`config.mk`:
```
export PLATFORM = sky130hd
export DESIGN_NAME = sync_fifo_flex
export DESIGN_NICKNAME = d
export VERILOG_FILES = /design/src/rtl/sync_fifo_flex.sv
export SDC_FILE = /design/constraint.sdc
export NUM_CORES = 1
export LEC_CHECK = 0
export BUFFER_PORTS_ARGS = -buffer_cell sky130_fd_sc_hd__buf_4
export CAP_MARGIN = 5
export CELL_PAD_IN_SITES_DETAIL_PLACEMENT = 0
export CELL_PAD_IN_SITES_GLOBAL_PLACEMENT = 1
export CORE_MARGIN = 5
export CORE_UTILIZATION = 29
export DETAILED_ROUTE_END_ITERATION = 12
export PLACE_DENSITY_LB_ADDON = 0.1
export SLEW_MARGIN = 20
export SYNTH_ARGS = -nofsm -noshare
export SYNTH_HDL_FRONTEND = slang
export SYNTH_SLANG_ARGS = --single-unit
```
`constraint.sdc`:
```
create_clock -name clk_i -period 6.7 [get_ports clk_i]
set_clock_uncertainty 0.2 [all_clocks]
set_input_delay 1.005 -clock clk_i [delete_from_list [all_inputs] [get_ports clk_i]]
set_output_delay 1.005 -clock clk_i [all_outputs]
set_load 0.005 [all_outputs]
```
`src/rtl/sync_fifo_flex.sv`:
```
// Parametrised single-clock FIFO with registered or first-word-fall-through read,
// occupancy/threshold status, synchronous flush and sticky overflow/underflow flags.
module sync_fifo_flex #(
    parameter int unsigned DataWidth         = 32,
    parameter int unsigned Depth             = 16,
    parameter int unsigned Fwft              = 0,
    parameter int unsigned AlmostFullThresh  = Depth - 2,
    parameter int unsigned AlmostEmptyThresh = 1
) (
    input  logic                         clk_i,
    input  logic                         rst_i,
    input  logic                         wr_en_i,
    input  logic [DataWidth-1:0]         wr_data_i,
    input  logic                         rd_en_i,
    input  logic                         flush_i,
    input  logic                         clr_err_i,
    output logic [DataWidth-1:0]         rd_data_o,
    output logic                         full_o,
    output logic                         empty_o,
    output logic                         almost_full_o,
    output logic                         almost_empty_o,
    output logic [$clog2(Depth):0]       count_o,
    output logic                         overflow_o,
    output logic                         underflow_o
);
    localparam int unsigned PointerWidth = $clog2(Depth);

    typedef logic [PointerWidth:0] ptr_t;

    localparam ptr_t PtrOne   = ptr_t'(1);
    localparam ptr_t WrapBit  = ptr_t'(Depth);
    localparam ptr_t AfThresh = ptr_t'(AlmostFullThresh);
    localparam ptr_t AeThresh = ptr_t'(AlmostEmptyThresh);

    if (Depth < 2 || (Depth & (Depth - 1)) != 0) begin : g_bad_depth
        $error("sync_fifo_flex: Depth must be a power of two >= 2");
    end

    logic [DataWidth-1:0] mem [Depth];
    ptr_t                 wr_ptr;
    ptr_t                 rd_ptr;
    logic                 rd_acc;
    logic                 wr_acc;
    logic                 ovf_set;
    logic                 udf_set;

    // Status derives only from registered pointers, never from this cycle's requests.
    assign count_o        = wr_ptr - rd_ptr;
    assign empty_o        = (rd_ptr == wr_ptr);
    assign full_o         = ((rd_ptr ^ wr_ptr) == WrapBit);
    assign almost_full_o  = (count_o >= AfThresh);
    assign almost_empty_o = (count_o <= AeThresh);

    assign rd_acc  = rd_en_i & ~empty_o & ~flush_i;
    assign wr_acc  = wr_en_i & ~flush_i & (~full_o | rd_acc);
    assign ovf_set = wr_en_i & ~flush_i & ~wr_acc;
    assign udf_set = rd_en_i & ~flush_i & empty_o;

    always_ff @(posedge clk_i) begin
        if (wr_acc) begin
            mem[wr_ptr[PointerWidth-1:0]] <= wr_data_i;
        end
    end

    always_ff @(posedge clk_i) begin
        if (rst_i || flush_i) begin
            wr_ptr <= '0;
            rd_ptr <= '0;
        end else begin
            if (wr_acc) begin
                wr_ptr <= wr_ptr + PtrOne;
            end
            if (rd_acc) begin
                rd_ptr <= rd_ptr + PtrOne;
            end
        end
    end

    always_ff @(posedge clk_i) begin
        if (rst_i) begin
            overflow_o  <= 1'b0;
            underflow_o <= 1'b0;
        end else begin
            if (ovf_set) begin
                overflow_o <= 1'b1;
            end else if (clr_err_i) begin
                overflow_o <= 1'b0;
            end
            if (udf_set) begin
                underflow_o <= 1'b1;
            end else if (clr_err_i) begin
                underflow_o <= 1'b0;
            end
        end
    end

    if (Fwft != 0) begin : g_fwft
        assign rd_data_o = mem[rd_ptr[PointerWidth-1:0]];
    end else begin : g_reg_read
        always_ff @(posedge clk_i) begin
            if (rst_i) begin
                rd_data_o <= '0;
            end else if (rd_acc) begin
                rd_data_o <= mem[rd_ptr[PointerWidth-1:0]];
            end
        end
    end

endmodule

```
Word-level counts from Yosys, hierarchy flattened. Memory sizes are Yosys's and may differ from the RTL's. A register that Yosys moved wholly into a read port is not among the register bits. Cells that the tools add are included.

Flip-flop bits (word level): 12. RAM bits: 512. Input port bits: 38. Output and inout port bits: 43. Memories: 1.

Memory list: mem (depth 16, bits a word 32, read ports 1, clocked after memory_dff 1, wr ports 1, RTL line 39) `logic [DataWidth-1:0] mem [Depth];`.

$add $sub $neg: 3. Magnitude comparators: 2. Eq/ne operators: 2. Mux-type cells: 5. Bitwise gates (word level): 13. Reduce and logical (&&, ||, !) cells: 3.

Operators by type and width (number): adder 5 x 1 -> 5 bit (second input constant) (2); AND 1 bit (7); equality test 5 bit (1); equality test 5 bit (second input constant) (1); greater-or-equal comparator 5 x 4 -> 1 bit (second input constant) (1); <= comparator 5 x 1 -> 1 bit (second input constant) (1); 2-to-1 mux 1 bit (5); subtractor 5 bit (1); bitwise XOR 5 bit (1); NOT 1 bit (4); nonzero test 2 bit (2); logical OR 1 bit (1); OR 1 bit (1).

Logic depth before layout (Yosys ltp). Gate-level depths: netlist of run 1.

Depth in word-level cells: 9. Mapped depth: 11.

Worst setup path after synthesis of run 1. Ideal clock, no wire load.

Path kind: reg-to-reg. From: reg rd_ptr[3]. To: mem mem[0][0] (enable). Data arrival time: 4.004 ns. Path slack: 2.035 ns. Stages on the path, launching flop included: 9. Clock period less this slack: 4.665 ns. Path through: dfxtp_1 > clkbuf_1 > clkbuf_1 > inv_1 > ha_1 > nand4_2 > o31a_2 > nand2_1 > nor3_1.

Longest elaborated chain between the ends: 8. Elaborated cells on any way between the ends: 11. Classes of those cells: eq/ne: 2; mux: 2; bitwise: 7.

Ends and longest elaborated chain: start: declaration (RTL line 41) `ptr_t rd_ptr;`; start signal: assignment (RTL line 74) `rd_ptr <= rd_ptr + PtrOne;`; equality test 5 bit (RTL line 49) `assign empty_o = (rd_ptr == wr_ptr);`; NOT 1 bit (RTL line 54) `assign rd_acc = rd_en_i & ~empty_o & ~flush_i;`; AND 1 bit (2 in series) (RTL line 54); OR 1 bit (*) (RTL line 55) `assign wr_acc = wr_en_i & ~flush_i & (~full_o | rd_acc);`; AND 1 bit (*) (RTL line 55); 2-to-1 mux 1 bit (*) (RTL line 60) `if (wr_acc) begin`; 2-to-1 mux 1 bit (not written as such) (*) (RTL line 61) `mem[wr_ptr[PointerWidth-1:0]] <= wr_data_i;`; end: declaration (RTL line 39).

Every way passes the cells marked *; elsewhere a longest branch is shown, timed or not.

Worst setup path after layout of run 1.
From: reg rd_ptr[1]. To: out almost_empty_o.

Longest elaborated chain between the ends: 2.

Ends and longest elaborated chain: subtractor 5 bit (RTL line 48) `assign count_o = wr_ptr - rd_ptr;`; <= comparator 5 x 1 -> 1 bit (RTL line 52) `assign almost_empty_o = (count_o <= AeThresh);`; end: declaration (RTL line 21) `output logic almost_empty_o,`.

Every way passes these cells.

==> metrics.md, run 1 <==
| Metric | Value |
|---|---|
| Status | `finished clean` |
| Area growth syn-to-layout | `17.89%` |
| Die Wd | `281.8 um` |
| CTS buffer count | `66` |
| Detailed Routing Iterations Pass 1 | `5` |
| Most frequent cells in the layout | `edfxtp_1 (512), mux2i_1 (193), buf_4 (112)` |
| Hold WC Path Type | `flip-flop to flip-flop` |
| CTS tree | `built` |
| Routability Congestion | `0.6723` |
| Largest family of logic cells by synthesized area | `multiplexers` |
| RSZ-0062 raised after global routing | `false` |
| Die area | `79,420 sq um` |
| Post-route ant nets | `0` |
| DRC Markers | `0` |
| Post-Synth Adder-Cell Area | `0.6190%` |
| Leakage | `7.591 nW` |
| Worst-path clk slew | `60 ps` |
| Ys Warns | `0` |
| CP Cell Sequence | `buf_4, fa_1, nor2b_1, o21ai_0, a21oi_1, o221a_2, buf_4` |
| Pin count of the biggest net entering global routing | `42` |
| Number of H-tree levels | `3` |
| Final-report max-slew violation count | `0` |
| WS Path Type | `flip-flop to output pin` |
| Final Cell Area | `25,260 sq um` |
| Via count | `11,070` |
| Post-Syn Area per Cell | `18.05 sq um` |
| First-pass GRT wire length | `83,980 um` |
| Most Frequent Cell on Critical Path | `buf_4` |
| Worst slack, placed | `2718 ps` |
| Hold Buf Count CTS | `0` |
| Fill cells | `6,978` |
| DP HPWL | `30,580 um` |
| Worst slew pin tran | `1028 ps` |
| Worst vdd ir | `147.4 uV` |
| Setup TNS | `0 ps` |
| Complex-gate fraction of the synthesized area | `5.840%` |
| Synth unique cells | `48` |
| Clock Sinks | `556` |
| DIE HEIGHT | `281.8 um` |
| Pwr Density | `291.7 nW/um^2` |
| Clk root buf | `clkbuf_16` |
| Commonest non-fill, non-tap cell in the layout | `edfxtp_1` |
| Overall Global Routing Usage | `14.56%` |
| Fin crit share | `66.92%` |
| Initial antenna violation count | `0` |
| Routed WL per cell | `24.95 um` |
| Delay-heaviest family, CP | `buffers and inverters` |
| Drt initial violations | `739` |
| Sequential area share after synthesis | `75.87%` |
| Setup violations, final | `0` |
| Vias in the first global route | `11,790` |
| Max-cap viol count | `0` |
| Mux cell area share after synthesis | `12.43%` |
| Share of synthesized cell area in and, or, nand and nor gates | `2.745%` |
| Rows | `99` |
| Reg area | `16,270 sq um` |
| Diode count | `0` |
| Cells after Synth | `1,187` |
| Crit-path slowest cell | `dfxtp_4` |
| Sum of buffers and inverters on the critical path | `2` |
| Nets | `1,344` |
| Synth Cell Area | `21,430 sq um` |
| Top achievable clock speed | `0.2230 GHz` |
| Layout cell share with drive strength beyond 1 | `20.34%` |
| Final hold slack | `300.9 ps` |
| Tmin final | `4484 ps` |
| Worst path arrival time | `3280 ps` |
| Placed cell areas | `23,190 sq um` |
| Latest clock arrival within the worst-skew pair | `590 ps` |
| Setup ws final | `2216 ps` |
| PortBufs | `80` |
| Multi-input logic area | `4838 sq um` |
| Total gr overflow | `0` |
| WP data required | `5490 ps` |
| Core area | `73,080 sq um` |
| Critical path's largest stage delay | `790 ps` |
| Critical path capture point type | `output pin` |
| Final hold vios | `0` |
| Slew headroom | `31.37%` |
| WL final | `57,540 um` |
| Syn nets | `1,235` |
| Postcts setup bufs | `0` |
| Initial Util | `29.32%` |
| PostCTS Resize Cnt | `0` |
| CP Launch Type | `flip-flop` |
| Drt via density | `4.799` |
| Crit Path Max Fanout | `36` |
| I/O pins | `81` |
| FF+latch count, synth | `556` |
| CTS max path bufs | `3` |
| Synth Area in XOR/XNOR | `0.3212%` |
-- flip-flops by register name (all words and copies together), names as in the netlist --
signal	cells
rd_data_o	32
underflow_o	1
overflow_o	1
rd_ptr	5
wr_ptr	5
mem	512
-- final timing paths --
| check | from | end | cells after the start | slack, ps |
|---|---|---|---|---|
| setup / recovery | rd_ptr[1]$_SDFFE_PP0P_ | almost_empty_o | 7 | 2220 |
| hold / removal | rd_data_o[21]$_SDFFE_PP0P_ | rd_data_o[21]$_SDFFE_PP0P_ | 2 | 300 |
| setup reg to reg | rd_ptr[2]$_SDFFE_PP0P_ | mem[4][27]$_DFFE_PP_ | 7 | 2910 |
| hold reg to reg | rd_data_o[21]$_SDFFE_PP0P_ | rd_data_o[21]$_SDFFE_PP0P_ | 2 | 300 |
-- area by class of cell --
cell class / instances / share of cell area, %
flip-flops and latches: 556 / 64.40
inverters: 11 / 0.1635
well taps: 959 / 4.750
multi-input cells: 549 / 19.15
clock buffers: 99 / 7.678
repair buffers: 112 / 3.329
clock inverters: 20 / 0.5201
-- worst reg2reg max path, cell delays in order, from the launching register on --
cell	delay, ps
dfxtp_4	760
inv_1	200
ha_1	380
nand4_2	220
o31a_2	260
nand2_1	240
nor2_4	640
buf_4	520
-- metrics by stage --
step	instances	total power, mW	utilization (%)
global route	2306	7.643	34.56
global placement	2187	4.016	31.73
detailed placement	2187	4.018	31.73
finish	2306	7.368	34.56
CTS	2306	7.492	34.56
floorplan	1187	3.925	-
-- cells in the mapped netlist, drive strengths merged --
| cell type | number | area share [%] |
|---|---|---|
| o32ai | 1 | 0.041 |
| or2 | 1 | 0.029 |
| and3 | 1 | 0.029 |
| nor2 | 59 | 1.0 |
| a21oi | 7 | 0.16 |
| and2 | 1 | 0.029 |
| o22ai | 64 | 2.0 |
| nor3b | 1 | 0.035 |
| mux2 | 1 | 0.053 |
| xnor2 | 4 | 0.16 |
| a21o | 1 | 0.035 |
| mux2i | 193 | 9.0 |
| fa | 1 | 0.093 |
| or3b | 1 | 0.041 |
| nand3b | 2 | 0.070 |
| nor2b | 7 | 0.20 |
| nand2b | 1 | 0.029 |
| nand3 | 3 | 0.093 |
| o221a | 1 | 0.053 |
| o31a | 1 | 0.047 |
| clkbuf | 25 | 0.44 |
| inv | 11 | 0.19 |
| ha | 9 | 0.53 |
| a211oi | 32 | 1.1 |
| dfxtp | 44 | 4.1 |
| o311ai | 1 | 0.12 |
| a221oi | 32 | 1.3 |
| nand4 | 2 | 0.088 |
| nand2 | 8 | 0.14 |
| nor3 | 37 | 0.86 |
| a21boi | 1 | 0.035 |
| buf | 46 | 1.5 |
| xor2 | 3 | 0.16 |
| edfxtp | 512 | 72 |
| o21a | 1 | 0.035 |
| o21ai | 37 | 0.88 |
| o2111ai | 1 | 0.041 |
| mux4 | 32 | 3.4 |
| or3 | 2 | 0.058 |
-- report_power, final --
part	internal, mW	switching (mW)
combinational	0.0423	0.0903
sequential	3.80	0.00701
clock	2.04	1.39
total	5.88	1.49
-- routing by layer --
metal  GRT usage (%)  share of wire [%]
met5               0                  0
met4           3.979                2.0
met3           2.194                2.6
met2           24.70                 49
met1           19.65                 47
-- kinds of logic (layout without fill, tap and decap cells) --
group / after synthesis / after routing
mux: 226 / 226
compound gates: 180 / 180
xor+xnor: 7 / 7
simple gates: 126 / 126
buf+inv: 82 / 242
flops: 556 / 556
fa+ha+maj: 10 / 10
Power figures use the tool's default switching activity.
==> run 2, diff against run 1 <==
==> constraint.sdc (replaced) <==
create_clock -name clk_i -period 4.5 [get_ports clk_i]
set_clock_uncertainty 0.2 [all_clocks]
set_input_delay 0.675 -clock clk_i [delete_from_list [all_inputs] [get_ports clk_i]]
set_output_delay 0.675 -clock clk_i [all_outputs]
set_load 0.005 [all_outputs]
==> run 2 against run 1 <==
Against the previous run:
- worst setup slack worse by 1300 ps
- first-iteration DRC count is 27% lower
- clock power is 51% higher
- sequential share of layout area is 0.41 points lower
- critical path depth is 1 lower
- die area stayed put
- cell area is 0.64% higher
- cell count is 0.22% higher
- global-route usage hardly changed
- largest cell class unchanged
- largest power group unchanged
==> metrics.md, run 2 (synthesis gave the netlist of run 1 again) <==
| Metric | Value |
|---|---|
| DRC Markers | `0 (unchanged)` |
| Clock Sinks | `556 (unchanged)` |
| Status | `finished clean (unchanged)` |
| Launch point of the worst reg-to-reg path | `wr_ptr[2]$_SDFFE_PP0P_ (was rd_ptr[2]$_SDFFE_PP0P_)` |
| Drt initial violations | `542 (was 739)` |
| CP Launch Type | `flip-flop (unchanged)` |
| Hold WC Path Type | `primary input to flip-flop (was flip-flop to flip-flop)` |
| Fin crit share | `79.48%` |
| Core area | `73,080 sq um (unchanged)` |
| Vias in the first global route | `11,480 (was 11,790)` |
| CTS tree | `built (unchanged)` |
| CTS max path bufs | `3 (unchanged)` |
| Worst vdd ir | `263.2 uV (was 147.4 uV)` |
| Clk root buf | `clkbuf_16 (unchanged)` |
| Hold Path Depth | `1 (was 2)` |
| RSZ-0062 raised after global routing | `false (unchanged)` |
| Layout cell share with drive strength beyond 1 | `20.12% (was 20.34%)` |
| Commonest non-fill, non-tap cell in the layout | `edfxtp_1 (unchanged)` |
| Die Wd | `281.8 um (unchanged)` |
| CP startpoint | `rd_ptr[0]$_SDFFE_PP0P_ (was rd_ptr[1]$_SDFFE_PP0P_)` |
| Top achievable clock speed | `0.2796 GHz` |
| Slew headroom | `29.28% (was 31.37%)` |
| Largest register FFs | `512 (unchanged)` |
| WS Path Type | `flip-flop to output pin (unchanged)` |
| Hold Buf Count CTS | `0 (unchanged)` |
| CTS buffer count | `66 (unchanged)` |
| Initial Util | `29.32% (unchanged)` |
| Diode count | `0 (unchanged)` |
| WL final | `57,880 um (was 57,540 um)` |
| Initial antenna violation count | `0 (unchanged)` |
| Most frequent cells in the layout | `edfxtp_1 (512), mux2i_1 (193), buf_4 (111) (was edfxtp_1 (512), mux2i_1 (193), buf_4 (112))` |
| Area growth syn-to-layout | `18.65% (was 17.89%)` |
| Final-report max-slew violation count | `0 (unchanged)` |
| PostCTS Resize Cnt | `0 (unchanged)` |
| First-pass GRT wire length | `84,070 um (was 83,980 um)` |
| Max-cap viol count | `0 (unchanged)` |
| I/O pins | `81 (unchanged)` |
| Setup TNS | `0 ps (unchanged)` |
| Total gr overflow | `0 (unchanged)` |
| Reg area | `16,270 sq um (unchanged)` |
| WP data required | `3620 ps (was 5490 ps)` |
| Rows | `99 (unchanged)` |
| Detailed Routing Iterations Pass 1 | `4 (was 5)` |
| Leakage | `7.629 nW (was 7.591 nW)` |
| DP HPWL | `33,620 um (was 30,580 um)` |
| Worst-path clk slew | `60 ps (about the same)` |
| Nets | `1,348 (was 1,344)` |
| Number of H-tree levels | `3 (unchanged)` |
| Pin count of the biggest net entering global routing | `103 (was 42)` |
| Worst path arrival time | `2700 ps (was 3280 ps)` |
| Routed WL per cell | `25.04 um (was 24.95 um)` |
| DIE HEIGHT | `281.8 um (unchanged)` |
| CP Capture Point | `almost_full_o (was almost_empty_o)` |
| Post-route ant nets | `0 (unchanged)` |
| Overall Global Routing Usage | `14.57% (was 14.56%)` |
| Pwr Density | `435.4 nW/um^2 (was 291.7 nW/um^2)` |
| Critical path capture point type | `output pin (unchanged)` |
| Crit Path Max Fanout | `25 (was 36)` |
| Worst slew pin tran | `1060 ps (was 1028 ps)` |
| Reg2Reg Setup Slack | `1060 ps (was 2910 ps)` |
| Layout Utilization | `34.79% (was 34.56%)` |
| Postcts setup bufs | `0 (unchanged)` |
| Multi-input logic area | `4857 sq um (was 4838 sq um)` |
| Via count | `11,030 (was 11,070)` |
| Drt via density | `4.772 (was 4.799)` |
| Worst R2R End | `mem[14][4]$_DFFE_PP_ (was mem[4][27]$_DFFE_PP_)` |
| Routability Congestion | `0.6819 (was 0.6723)` |
| Fill cells | `6,967 (was 6,978)` |
| Latest clock arrival within the worst-skew pair | `600 ps (was 590 ps)` |
| PortBufs | `80 (unchanged)` |
| Final hold vios | `0 (unchanged)` |
| Reg2Reg Depth | `6 (was 7)` |
| Die area | `79,420 sq um (unchanged)` |
| Tmin final | `3577 ps` |
| Setup violations, final | `0 (unchanged)` |
[run 2: final cells by class]
cell class	instances	share of cell area (%)
clock buffers	97	7.363
clock inverters	23	0.9843
inverters	11	0.1624
multi-input cells	549	19.11
flip-flops and latches	556	63.99
well taps	959	4.720
repair buffers	116	3.672
[run 2: power by group]
group	internal [mW]	switching, mW
clock network	3.12	2.06
logic	0.0644	0.146
registers	5.66	0.0110
total	8.85	2.22
[run 2: per-stage QoR]
| step | std cells | area, sq um | total power [mW] | hold slack, ps | setup WS (ps) |
|---|---|---|---|---|---|
| after detailed placement | 2191 | 23300 | 6.000 | 299.0 | 994.3 |
| after global routing | 2311 | 25420 | 11.49 | 161.7 | 725.8 |
| after CTS | 2311 | 25420 | 11.26 | 151.3 | 871.1 |
| final | 2311 | 25420 | 11.07 | 190.8 | 923.3 |
| after global placement | 2191 | 23300 | 5.997 | 306.8 | 1022 |
| after floorplan | 1187 | 21440 | 5.844 | 293.8 | 4.607 |
[run 2: critical path, cell delays in order, from the launching register on]
cell,delay (ps)
dfxtp_4,500
ha_1,290
fa_1,410
xnor2_1,340
nand2_1,90
o32ai_1,300
buf_4,180
[run 2: metal layers]
layer / track usage, % / vias up / part of all wire (%)
met5: 0 / - / 0
met4: 3.477 / 0 / 1.8
met3: 2.542 / 82 / 3.1
met2: 25.35 / 170 / 51
met1: 19.12 / 5770 / 44
li1: - / 5006 / -
[run 2: how the worst min path moves through the flow]
stage                               start                    endpoint  slack [ps]
3_3_place_gp   rd_data_o[25]$_SDFFE_PP0P_  rd_data_o[25]$_SDFFE_PP0P_         310
5_1_grt                     wr_data_i[10]        mem[8][10]$_DFFE_PP_         160
2_1_floorplan   rd_data_o[0]$_SDFFE_PP0P_   rd_data_o[0]$_SDFFE_PP0P_         290
3_5_place_dp   rd_data_o[24]$_SDFFE_PP0P_  rd_data_o[24]$_SDFFE_PP0P_         300
6_report                    wr_data_i[10]       mem[15][10]$_DFFE_PP_         190
4_1_cts                     wr_data_i[10]        mem[8][10]$_DFFE_PP_         150
==> run 3, diff against run 2 <==
==> constraint.sdc (replaced) <==
create_clock -name clk_i -period 3.3 [get_ports clk_i]
set_clock_uncertainty 0.2 [all_clocks]
set_input_delay 0.495 -clock clk_i [delete_from_list [all_inputs] [get_ports clk_i]]
set_output_delay 0.495 -clock clk_i [all_outputs]
set_load 0.005 [all_outputs]
==> run 3 against run 2 <==
Against the previous run:
- clock power is 43% higher
- global-route usage increased by 0.27 points
- non-clock buffer count up 50
- wire length up 2.3%
- largest cell class unchanged
- combinational power up 45%
- power rose by 40%
==> metrics.md, run 3 (synthesis gave the netlist of run 1 again) <==
| Metric | Value |
|---|---|
| Status | `finished clean (unchanged)` |
| Top achievable clock speed | `0.3145 GHz` |
| Clk root buf | `clkbuf_16 (unchanged)` |
| Worst slew pin tran | `838.1 ps (was 1060 ps)` |
| Setup violations, final | `0 (unchanged)` |
| Clock Sinks | `556 (unchanged)` |
| Rows | `99 (unchanged)` |
| WP data required | `2600 ps (was 3620 ps)` |
| Total gr overflow | `0 (unchanged)` |
| CP Cell Sequence | `inv_1, ha_1, fa_2, nor2b_2, o21ai_1, and3_1, o221a_2, buf_4 (was ha_1, fa_1, xnor2_1, nand2_1, o32ai_1, buf_4)` |
| WL final | `59,190 um (was 57,880 um)` |
| Vias in the first global route | `11,640 (was 11,480)` |
| DIE HEIGHT | `281.8 um (unchanged)` |
| Drt via density | `4.788 (was 4.772)` |
| RSZ-0062 raised after global routing | `true (was false)` |
| Seq pwr share | `50.0% (was 51.2%)` |
| Internal power | `12.38 mW (was 8.850 mW)` |
| CTS tree | `built (unchanged)` |
| Final-report max-slew violation count | `0 (unchanged)` |
| Routed WL per cell | `25.02 um (was 25.04 um)` |
| Via count | `11,330 (was 11,030)` |
| Max-cap viol count | `0 (unchanged)` |
| Crit-path slowest cell | `fa_2 (was dfxtp_4)` |
| Largest register FFs | `512 (unchanged)` |
| Die area | `79,420 sq um (unchanged)` |
| Hold WC Path Type | `primary input to flip-flop (unchanged)` |
| Overall Global Routing Usage | `14.84% (was 14.57%)` |
| Post-route ant nets | `0 (unchanged)` |
| Drt initial violations | `744 (was 542)` |
| Most frequent cells in the layout | `edfxtp_1 (512), mux2i_1 (193), buf_4 (126) (was edfxtp_1 (512), mux2i_1 (193), buf_4 (111))` |
| Postcts setup bufs | `0 (unchanged)` |
| Pwr Density | `591.0 nW/um^2 (was 435.4 nW/um^2)` |
| Critical path's largest stage delay | `390 ps (was 500 ps)` |
| DP HPWL | `34,310 um (was 33,620 um)` |
| Initial antenna violation count | `2 (was 0)` |
| CTS buffer count | `67 (was 66)` |
| DRC Markers | `0 (unchanged)` |
| Detailed Routing Iterations Pass 1 | `5 (was 4)` |
| Layout cell share with drive strength beyond 1 | `22.55% (was 20.12%)` |
| Overall power | `15.47 mW (was 11.07 mW)` |
| Crit Path Max Fanout | `5 (was 25)` |
| Setup ws final | `120.5 ps (was 923.3 ps)` |
| Worst path arrival time | `2480 ps (was 2700 ps)` |
| Die Wd | `281.8 um (unchanged)` |
| I/O pins | `81 (unchanged)` |
| Latest clock arrival within the worst-skew pair | `590 ps (was 600 ps)` |
| P_sw | `3.096 mW (was 2.218 mW)` |
| CTS max path bufs | `3 (unchanged)` |
| Combinational share of power | `2.0% (was 1.9%)` |
| Leakage | `7.984 nW (was 7.629 nW)` |
| Final hold slack | `29.47 ps (was 190.8 ps)` |
| Worst-path clk slew | `60 ps (about the same)` |
| Core area | `73,080 sq um (unchanged)` |
| Fin crit share | `96.35%` |
| Slew headroom | `44.13% (was 29.28%)` |
| Pin count of the biggest net entering global routing | `46 (was 103)` |
| Routability Congestion | `0.7146 (was 0.6819)` |
| Clk network pwr share | `48.1% (was 46.9%)` |
| Area growth syn-to-layout | `22.20% (was 18.65%)` |
| First-pass GRT wire length | `85,030 um (was 84,070 um)` |
| Tmin final | `3180 ps` |
| Initial Util | `29.32% (unchanged)` |
| Number of H-tree levels | `3 (unchanged)` |
| PortBufs | `80 (unchanged)` |
| Commonest non-fill, non-tap cell in the layout | `edfxtp_1 (unchanged)` |
| Switch share | `20.01% (was 20.04%)` |
| Critical path capture point type | `output pin (unchanged)` |
| CP Launch Type | `flip-flop (unchanged)` |
| Final hold vios | `0 (unchanged)` |
| Worst slack, placed | `557.3 ps (was 994.3 ps)` |
| WS Path Type | `flip-flop to output pin (unchanged)` |
| Worst vdd ir | `369.1 uV (was 263.2 uV)` |
| Nets | `1,399 (was 1,348)` |
[run 3: cell count changes in the layout (fill, tap and decap cells not counted), moves of 3 or more]
cell	before	now
buf_4	111	126
dlygate4sd3_1	0	20
clkbuf_1	24	17
buf_12	5	20
clkinv_8	4	1
inv_6	0	3
bufinv_16	4	7
[run 3: worst paths after layout]
check	cells after the start	end	slack, ps	from
setup / recovery	8	almost_empty_o	120	wr_ptr[0]$_SDFFE_PP0P_
hold reg to reg	2	rd_data_o[26]$_SDFFE_PP0P_	300	rd_data_o[26]$_SDFFE_PP0P_
hold / removal	1	mem[7][15]$_DFFE_PP_	30	wr_data_i[15]
setup reg to reg	7	mem[4][3]$_DFFE_PP_	630	rd_ptr[2]$_SDFFE_PP0P_
[run 3: power groups by stage]
stage                     registers [mW]  clock network (mW)  logic [mW]
after floorplan                     7.88                   0      0.0878
after global placement              7.88                   0       0.294
after detailed placement            7.88                   0       0.297
after CTS                           7.73                7.68       0.318
after global routing                7.73                7.99       0.339
final                               7.73                7.44       0.305
[run 3: critical path: cells and delay by family (launching register included)]
| kind | cells | cell delay (ps) |
|---|---|---|
| buffers and inverters | 2 | 220 |
| DFF | 1 | 370 |
| AOI/OAI and AO/OA | 2 | 350 |
| adders and majority gates | 2 | 630 |
| and+or+nand+nor | 2 | 340 |
[run 3: area by class of cell]
type	count	area, sq um
clock inverters	33	375.4
multi-input cells	549	4876
repair buffers	166	1546
clock buffers	91	1871
fillers	6912	46900
flip-flops and latches	556	16270
diodes	1	2.502
inverters	11	41.29
well taps	959	1200
[run 3: per-layer routing]
layer,global-route usage [%],wire [um],vias to the layer above
li1,-,-,5121
met1,20.19,26730,5893
met2,24.98,29190,239
met3,2.534,2187,76
met4,3.640,1077,0
met5,0,0,-
[run 3: timing repair]
item	4_1_cts	5_1_grt
hold endpoints to repair	255	0
hold buffers	20	0
gates resized for setup	2	3
setup endpoints to repair	1	2
pin swaps	0	0
[run 3: through the flow]
step	instances	utilization, %	TNS, ps	instance area, sq um
finish	2366	35.82	0	26180
global route	2365	35.82	-8.453	26180
CTS	2365	35.81	0	26170
detailed placement	2221	32.46	0	23720
global placement	2221	32.46	0	23720
floorplan	1187	-	-179630	21450
